`config.mk`:
```
export PLATFORM = sky130hd
export DESIGN_NAME = encoder_speed
export DESIGN_NICKNAME = d
export VERILOG_FILES = /design/src/rtl/encoder_speed.sv
export SDC_FILE = /design/constraint.sdc
export NUM_CORES = 1
export LEC_CHECK = 0
export CAP_MARGIN = 20
export CORE_ASPECT_RATIO = 1.1
export CORE_UTILIZATION = 45
export CTS_CLUSTER_SIZE = 10
export DETAILED_ROUTE_END_ITERATION = 16
export PLACE_DENSITY = 0.65
export SETUP_SLACK_MARGIN = 0.05
export SYNTH_ARGS = -nofsm -noshare
export SYNTH_HDL_FRONTEND = slang
export SYNTH_SLANG_ARGS = --single-unit
```
`constraint.sdc`:
```
create_clock -name clk -period 3.5 [get_ports clk]
set_clock_uncertainty 0.15 [all_clocks]
set_input_delay 0.35 -clock clk [delete_from_list [all_inputs] [get_ports clk]]
set_output_delay 0.35 -clock clk [all_outputs]
set_load 0.005 [all_outputs]
```
`src/rtl/encoder_speed.sv`:
```
// ---------------------------------------------------------------------------
// encoder_speed
//   Samples an upstream position counter once per SAMPLE_PERIOD clocks and
//   reports the signed position change (counts per sample period). It corrects
//   the change for counter wrap and saturates it to 16 bits. Each result is
//   held in a valid/ready output register with a sticky overrun flag.
//
//   Optional build macro: ENCODER_SPEED_FILTER_EN
//     When defined, speed is the 4-tap moving average of the corrected deltas.
//     This adds one extra cycle of latency.
//
// Ports
//   clk          in   1   system clock, rising edge
//   rst          in   1   asynchronous active-high reset
//   count        in  16   unsigned position count, synchronous to clk
//   speed        out 16   signed counts per sample period
//   speed_valid  out  1   speed holds an unconsumed result
//   speed_ready  in   1   consumer accepts speed when high with speed_valid
//   overrun      out  1   sticky: a result was overwritten before acceptance
// ---------------------------------------------------------------------------
module encoder_speed #(
  parameter int ENCODER_MAX   = 64000,
  parameter int SAMPLE_PERIOD = 100000
) (
  input  logic               clk,
  input  logic               rst,
  input  logic [15:0]        count,
  output logic signed [15:0] speed,
  output logic               speed_valid,
  input  logic               speed_ready,
  output logic               overrun
);

  typedef enum logic {
    ST_PRIME = 1'b0,
    ST_RUN   = 1'b1
  } state_t;

  localparam logic [23:0]        TIMER_LAST = 24'(SAMPLE_PERIOD - 1);
  localparam logic signed [17:0] HALF_MAX   = 18'(ENCODER_MAX / 2);
  localparam logic signed [17:0] FULL_MAX   = 18'(ENCODER_MAX);

  logic [23:0]        r_timer;
  logic               w_tick;
  state_t             r_state;
  state_t             w_state_nxt;
  logic               w_take;
  logic [15:0]        r_prev;
  logic signed [17:0] w_diff;
  logic signed [17:0] w_corr;
  logic signed [15:0] w_sat;
  logic               w_res_valid;
  logic signed [15:0] w_res_value;
  logic signed [15:0] r_speed;
  logic               r_speed_valid;
  logic               r_overrun;

  assign w_tick = (r_timer == TIMER_LAST);

  // Sample timer: counts 0..SAMPLE_PERIOD-1 and wraps.
  always_ff @(posedge clk or posedge rst) begin
    if (rst) begin
      r_timer <= 24'd0;
    end else if (w_tick) begin
      r_timer <= 24'd0;
    end else begin
      r_timer <= r_timer + 24'd1;
    end
  end

  // State register.
  always_ff @(posedge clk or posedge rst) begin
    if (rst) begin
      r_state <= ST_PRIME;
    end else begin
      r_state <= w_state_nxt;
    end
  end

  // Next state. The PRIME tick only seeds prev. Ticks in RUN produce a delta.
  always_comb begin
    w_state_nxt = r_state;
    w_take      = 1'b0;
    case (r_state)
      ST_PRIME: begin
        if (w_tick) begin
          w_state_nxt = ST_RUN;
        end else begin
          w_state_nxt = ST_PRIME;
        end
      end
      ST_RUN: begin
        w_take = w_tick;
      end
      default: begin
        w_state_nxt = ST_PRIME;
      end
    endcase
  end

  // Previous-sample register, reloaded on every tick.
  always_ff @(posedge clk or posedge rst) begin
    if (rst) begin
      r_prev <= 16'd0;
    end else if (w_tick) begin
      r_prev <= count;
    end else begin
      r_prev <= r_prev;
    end
  end

  // The raw difference uses two guard bits. Even for counts outside
  // 0..ENCODER_MAX-1, the wrap-corrected value cannot overflow.
  assign w_diff = $signed({2'b00, count}) - $signed({2'b00, r_prev});

  // Wrap correction. A jump of more than half the modulus is taken to be a
  // pass through the counter's wrap point.
  always_comb begin
    w_corr = w_diff;
    if (w_diff > HALF_MAX) begin
      w_corr = w_diff - FULL_MAX;
    end else if (w_diff < -HALF_MAX) begin
      w_corr = w_diff + FULL_MAX;
    end else begin
      w_corr = w_diff;
    end
  end

  // Saturate to the 16-bit signed output range.
  always_comb begin
    w_sat = w_corr[15:0];
    if (w_corr > 18'sd32767) begin
      w_sat = 16'sh7FFF;
    end else if (w_corr < -18'sd32768) begin
      w_sat = 16'sh8000;
    end else begin
      w_sat = w_corr[15:0];
    end
  end

`ifdef ENCODER_SPEED_FILTER_EN
  logic signed [15:0] r_hist0;
  logic signed [15:0] r_hist1;
  logic signed [15:0] r_hist2;
  logic signed [15:0] r_hist3;
  logic               r_hist_new;
  logic signed [17:0] w_sum;

  // Delta history shift register. r_hist_new marks the cycle after a shift.
  always_ff @(posedge clk or posedge rst) begin
    if (rst) begin
      r_hist0    <= 16'sd0;
      r_hist1    <= 16'sd0;
      r_hist2    <= 16'sd0;
      r_hist3    <= 16'sd0;
      r_hist_new <= 1'b0;
    end else begin
      r_hist_new <= w_take;
      if (w_take) begin
        r_hist0 <= w_sat;
        r_hist1 <= r_hist0;
        r_hist2 <= r_hist1;
        r_hist3 <= r_hist2;
      end
    end
  end

  assign w_sum = 18'(r_hist0) + 18'(r_hist1) + 18'(r_hist2) + 18'(r_hist3);
  assign w_res_valid = r_hist_new;
  // Taking bits [17:2] of the sum is an arithmetic shift right by 2.
  // The average always fits in 16 bits.
  assign w_res_value = w_sum[17:2];
`else
  assign w_res_valid = w_take;
  assign w_res_value = w_sat;
`endif

  // Output holding register with valid/ready handshake and sticky overrun.
  always_ff @(posedge clk or posedge rst) begin
    if (rst) begin
      r_speed       <= 16'sd0;
      r_speed_valid <= 1'b0;
      r_overrun     <= 1'b0;
    end else if (w_res_valid) begin
      r_speed       <= w_res_value;
      r_speed_valid <= 1'b1;
      if (r_speed_valid && !speed_ready) begin
        r_overrun <= 1'b1;
      end
    end else if (r_speed_valid && speed_ready) begin
      r_speed_valid <= 1'b0;
    end
  end

  assign speed       = r_speed;
  assign speed_valid = r_speed_valid;
  assign overrun     = r_overrun;

endmodule

```
; After elaboration in Yosys (flattened, before gate mapping)
; Cells that the tools add are included.
[op_classes]
addsub = 4
multipliers = 0
n_div = 0
magnitude_cmp = 4
n_eq_ne = 1
shifts = 0
muxes = 10
n_bitwise = 0
reduce_logical = 5
[op_table]
columns = op, count
row1 = $mux 18, 2
row2 = $mux 16, 2
row3 = $add 24x1->24 const B, 1
row4 = $eq 24x17->1 const B, 1
row5 = $mux 24, 1
row6 = $add 17x17->18 const B, 1
row7 = $gt 18x16->1 const B, 1
row8 = $lt 18x16->1 const B, 1
row9 = $sub 17x17->18 const B, 1
row10 = $gt 17x16->1 const B, 1
row11 = $lt 17x16->1 const B, 1
row12 = $sub 16x16->17, 1
row13 = $mux 1, 5
row14 = $logic_and 1x1->1, 2
row15 = $reduce_and 2->1, 1
row16 = $reduce_bool 2->1, 1
row17 = $logic_not 1->1, 1
[word_totals]
regBits = 59
latch_bits = 0
mem_bits_rw = 0
rom_bits = 0
inputBits = 19
output_inout_bits = 18
elab_cells = 30
n_memories = 0

; Logic depth before layout (Yosys ltp)
[logic_depth]
depth_word = 7
ltp_mapped = 13
mapped_depth_nobuf = 12

; Worst setup path after synthesis
; Ideal clock, no wire load.
[synth_path]
path_kind = input to register
from = input port count[0]
to = register r_speed[11], in the netlist speed[11]
arrival_time_ps = 2907
t_required_ps = 3225
setup_slack_ps = 319
stages = 12
n_path_buf = 0
cell_sequence = inv_1 > ha_1 > fa_1 > nand2b_1 > a211o_1 > a41o_1 > nor2_1 > o2111ai_2 > a22o_1 > a31o_2 > mux2i_1 > mux2_2
[synth_via]
elab_chain_len = 7
[synth_lines]
columns = element, line
row1 = start: declaration, 27  ; input logic [15:0] count,
row2 = $sub 16x16->17 *, 114  ; assign w_diff = $signed({2'b00, count}) - $signed({2'b00, r_prev});
row3 = $add 17x17->18 / $lt 17x16->1 (equally long branches), "123, 122"
row4 = $mux 18, 122  ; end else if (w_diff < -HALF_MAX) begin
row5 = $mux 18 *, 120  ; if (w_diff > HALF_MAX) begin
row6 = $lt 18x16->1, 134  ; end else if (w_corr < -18'sd32768) begin
row7 = $mux 16, 134
row8 = $mux 16 *, 132  ; if (w_corr > 18'sd32767) begin
row9 = end signal: assignment, 185  ; r_speed <= w_res_value;
row10 = end: declaration, 54  ; logic signed [15:0] r_speed;
; Every way passes the cells marked *; elsewhere a longest branch is shown, timed or not.
; A chain may end at the register's enable or synchronous reset.

; Final worst setup path
[layout_path]
from = input port count[5]
to = register r_speed[10], in the netlist speed[10]
; The elaborated chain is that of the path after synthesis.

==> flow_summary.rst <==
.. list-table::
   :header-rows: 1

   * - Metric
     - Value
   * - Status
     - finished clean
   * - Critical path origin
     - count[5]
   * - Worst EP required
     - 3.62 ns
   * - Via total after detailed routing
     - 3747
   * - Aggregate routed wire length
     - 10100 um
   * - CTS tree
     - built
   * - Class of the worst hold path
     - input pin to asynchronous set/reset pin
   * - Leading cell type in the layout, fill and taps excluded
     - sky130_fd_sc_hd__buf_4
   * - Async S/R FF share, synth
     - 100%
   * - Worst max-slew margin expressed relative to the limit
     - 57.5%
   * - Netlist cell types
     - 73
   * - Number of flip-flops and latches in the synthesized netlist
     - between 50 and 60
   * - DIE WIDTH
     - 92.0 um
   * - GR Overflow Total
     - 0
   * - Post-Synthesis Cells
     - 460
   * - Number of hold-slack violations in the final timing report
     - 0
   * - Number of maximum-capacitance violations
     - 0
   * - Number of buffers created by CTS
     - 9
   * - Worst Max-Slew Pin Slew
     - 0.633 ns
   * - Clock network latency to the later pin of the worst-skew pair
     - 0.34 ns
   * - Number of sinks on the clock net
     - 59
   * - Pre-CTS setup slack
     - -0.465 ns
   * - Sequential cell fraction of total power
     - about two fifths
   * - DRC errors left
     - 0
   * - Critical path launch point type
     - input pin
   * - Via count of the first global-routing pass
     - 3899
   * - Avg Cell Area, Syn
     - 8.71 sq um
   * - Worst reg2reg startpoint
     - r_prev[0]
   * - Clock Pin Slew Worst Setup and Hold Paths
     - ~0.070 ns
   * - Setup repair after global routing missed its margin
     - false
   * - Most area-consuming cells after synthesis
     - sky130_fd_sc_hd__dfrtp_1, sky130_fd_sc_hd__ha_1, sky130_fd_sc_hd__nand2_1, sky130_fd_sc_hd__o21ai_0, sky130_fd_sc_hd__nor2_1
   * - Switching portion of total power
     - 23.7%
   * - Most frequent cells in the layout
     - sky130_fd_sc_hd__buf_4, sky130_fd_sc_hd__dfrtp_1, sky130_fd_sc_hd__nand2_1
   * - Core region area
     - around 0.0085 sq mm
   * - Final antenna-violating net count
     - 0
   * - Top-level I/O count
     - 37
   * - Leading area contributor after synthesis
     - sky130_fd_sc_hd__dfrtp_1
   * - Layout net count
     - 600
   * - Largest net degree at the start of global routing
     - 42
   * - Worst vdd rail ir drop
     - 0.000178 V
   * - Clk root buf
     - sky130_fd_sc_hd__clkbuf_8
   * - Post-synth design cell area
     - 0.00401 sq mm
   * - Proportion of power drawn by combinational gates
     - between 10% and 20%
   * - Setup violation total in the final timing report
     - 0
   * - Clock power share
     - 46.1%
   * - Dpl hpwl
     - 7770 um
   * - Die Height
     - 101 um
   * - Pwr Density
     - ~320 mW/mm^2
   * - TritonRoute pass-1 iters
     - 4
   * - Leakage power
     - roughly 2.4 nW
   * - Final-layout fill cell count
     - about 750
   * - Final non-filler cell total
     - ~680
   * - Number of inserted diodes
     - 0
   * - Total placed cells including tap cells
     - 662
   * - Hold-fix buffers, CTS
     - 0
   * - Die footprint
     - about 0.0093 sq mm
   * - Startpoint-to-endpoint class of the critical path
     - input pin to flop
   * - Iteration-0 DRC Markers
     - 122
   * - Number of core rows
     - 35
   * - Dominant register cell in the synthesized netlist
     - sky130_fd_sc_hd__dfrtp_1
   * - Fraction of post-synthesis cell area in the top cell type by area
     - 36.9%
   * - Internal power of the cells
     - 0.00130 W
   * - Initial Utilization
     - 47.2%
   * - Fraction of final layout cells with drive strength greater than 1
     - 21.7%
   * - Net switching power figure
     - approximately 0.00040 W
   * - Worst-case setup margin in the final layout
     - 0.196 ns
   * - Layout Area Growth over Synthesis
     - 31.9%
   * - Arrival time at the worst endpoint
     - 3.42 ns
   * - Largest driver fanout on the critical path
     - 7
   * - Worst-case clock buffer depth
     - 2
   * - Peak clock frequency supported by timing
     - approximately 300 MHz
   * - Crit. End Element
     - flop
   * - Number of nets produced by synthesis
     - 497
   * - H-tree depth reported by CTS
     - 3
   * - Number of warnings printed during yosys synthesis
     - 0
   * - Number of port buffers
     - 36
   * - Initial antenna violation count
     - 0
   * - Final cycle utilization of the critical path
     - 94.4%
   * - Number of synthesized flops with an enable pin
     - 0
   * - Average detailed-routed wire length per instance
     - between 10 and 15 um
   * - Total global-route track usage
     - 23.7%
   * - Sequential area share after synthesis
     - 36.9%
   * - Final estimated routing congestion in global placement
     - 0.916
   * - Pins over their slew limit
     - 0
   * - Clock period minus final worst setup slack
     - 3.30 ns
   * - First-pass GRT wire length
     - 17500 um
   * - Number of vias per cell
     - between 5 and 6
worst max-delay path: stages:
cell	delay, ns
sky130_fd_sc_hd__clkdlybuf4s50_1	0.44
sky130_fd_sc_hd__ha_1	0.39
sky130_fd_sc_hd__a21oi_4	0.23
sky130_fd_sc_hd__o211ai_4	0.14
sky130_fd_sc_hd__or3_1	0.41
sky130_fd_sc_hd__o32ai_4	0.24
sky130_fd_sc_hd__o221ai_2	0.23
sky130_fd_sc_hd__o32a_1	0.40
sky130_fd_sc_hd__or4_1	0.40
sky130_fd_sc_hd__nand4_1	0.10
sky130_fd_sc_hd__nand2b_1	0.10
Yosys cell counts (4+ instances only):
| library cell | instances |
|---|---|
| sky130_fd_sc_hd__and3_1 | 6 |
| sky130_fd_sc_hd__nor4_1 | 8 |
| sky130_fd_sc_hd__nand2_1 | 53 |
| sky130_fd_sc_hd__a21o_1 | 7 |
| sky130_fd_sc_hd__o21a_1 | 4 |
| sky130_fd_sc_hd__ha_1 | 17 |
| sky130_fd_sc_hd__or2_2 | 5 |
| sky130_fd_sc_hd__nor3_1 | 17 |
| sky130_fd_sc_hd__xnor2_1 | 16 |
| sky130_fd_sc_hd__or3_1 | 7 |
| sky130_fd_sc_hd__nor2_1 | 40 |
| sky130_fd_sc_hd__dfrtp_1 | 59 |
| sky130_fd_sc_hd__or4_1 | 4 |
| sky130_fd_sc_hd__and2_1 | 5 |
| sky130_fd_sc_hd__mux2_2 | 4 |
| sky130_fd_sc_hd__inv_1 | 23 |
| sky130_fd_sc_hd__o21ai_0 | 37 |
| sky130_fd_sc_hd__xor2_1 | 13 |
| sky130_fd_sc_hd__mux2i_1 | 4 |
| sky130_fd_sc_hd__nand4_1 | 6 |
| sky130_fd_sc_hd__clkbuf_1 | 14 |
| sky130_fd_sc_hd__nand3_1 | 13 |
| sky130_fd_sc_hd__o22ai_1 | 5 |
| sky130_fd_sc_hd__a31oi_1 | 5 |
| sky130_fd_sc_hd__nand2b_1 | 6 |
| sky130_fd_sc_hd__a21oi_1 | 12 |
cell type report:
type | instances | area [sq um] | area share, %
multi-input combinational | 360 | 2420 | 45.8
sequential | 59 | 1480 | 27.9
timing repair buffer | 110 | 915 | 17.3
tap | 111 | 139 | 2.63
clock buffer | 10 | 138 | 2.61
clock inverter | 6 | 111 | 2.11
inverter | 23 | 86.3 | 1.63
power groups by stage:
stage / registers, W / logic, W / clock network (W)
5_1_grt: 0.000694 / 0.000247 / 0.000835
3_3_place_gp: 0.000706 / 0.000218 / 0
3_5_place_dp: 0.000706 / 0.000220 / 0
4_1_cts: 0.000693 / 0.000223 / 0.000800
6_report: 0.000693 / 0.000224 / 0.000783
2_1_floorplan: 0.000707 / 0.000109 / 0
worst paths after layout:
check	endpoint	slack, ns	cells past startpoint
worst min register to register	r_timer[4]	0.32	1
worst max register to register	speed[10]	0.25	11
worst min-delay path	r_timer[3]	0.21	2
max in group asynchronous	r_timer[5]	2.30	3
min in group clk	r_prev[0]	0.32	2
worst max-delay path	speed[10]	0.20	11
registers in the layout, indices dropped and copies added (netlist names):
register and flops:
r_prev 16, speed 16, r_state 1, r_timer 24, overrun 1, speed_valid 1
logic make-up (layout without fill, tap and decap cells):
kind of cell               Yosys count  count (layout)  synth area share [%]
muxes                                9               9                  2.40
DFF                                 59              59                  36.9
xor gates and xnor gates            29              29                  6.34
and+or+nand+nor                    186             186                  23.2
adders and majority gates           18              18                  5.81
AOI/OAI and AO/OA                  118             118                  21.3
buffers and inverters               41             149                  4.03
per-stage QoR:
| step | hold slack, ns | utilization (%) | TNS [ns] | area, sq um | power, W |
|---|---|---|---|---|---|
| 6_report | 0.213 | 62.2 | 0 | 5280 | 0.00170 |
| 5_1_grt | 0.264 | 62.2 | 0 | 5280 | 0.00178 |
| 4_1_cts | 0.226 | 62.0 | 0 | 5270 | 0.00172 |
| 3_5_place_dp | 0.311 | 58.7 | -2.69 | 4980 | 0.000927 |
| 3_3_place_gp | 0.306 | 58.7 | -2.24 | 4980 | 0.000924 |
| 2_1_floorplan | 0.289 | - | 0 | 4010 | 0.000815 |
routing by layer:
layer / up-vias / global-route usage (%) / wire length, um
li1: 1884 / - / -
met1: 1780 / 27.4 / 4360
met2: 61 / 43.6 / 5190
met3: 22 / 3.85 / 233
met4: 0 / 9.86 / 266
met5: - / 0 / 0
what timing repair did:
| action | 4_1_cts | 5_1_grt |
|---|---|---|
| endpoints found under the hold margin | 0 | 0 |
| gates resized for setup | 7 | 3 |
| setup endpoints to repair | 7 | 6 |
| pin swaps | 4 | 4 |
| buffers inserted | 1 | 0 |
Power figures use the tool's default switching activity.
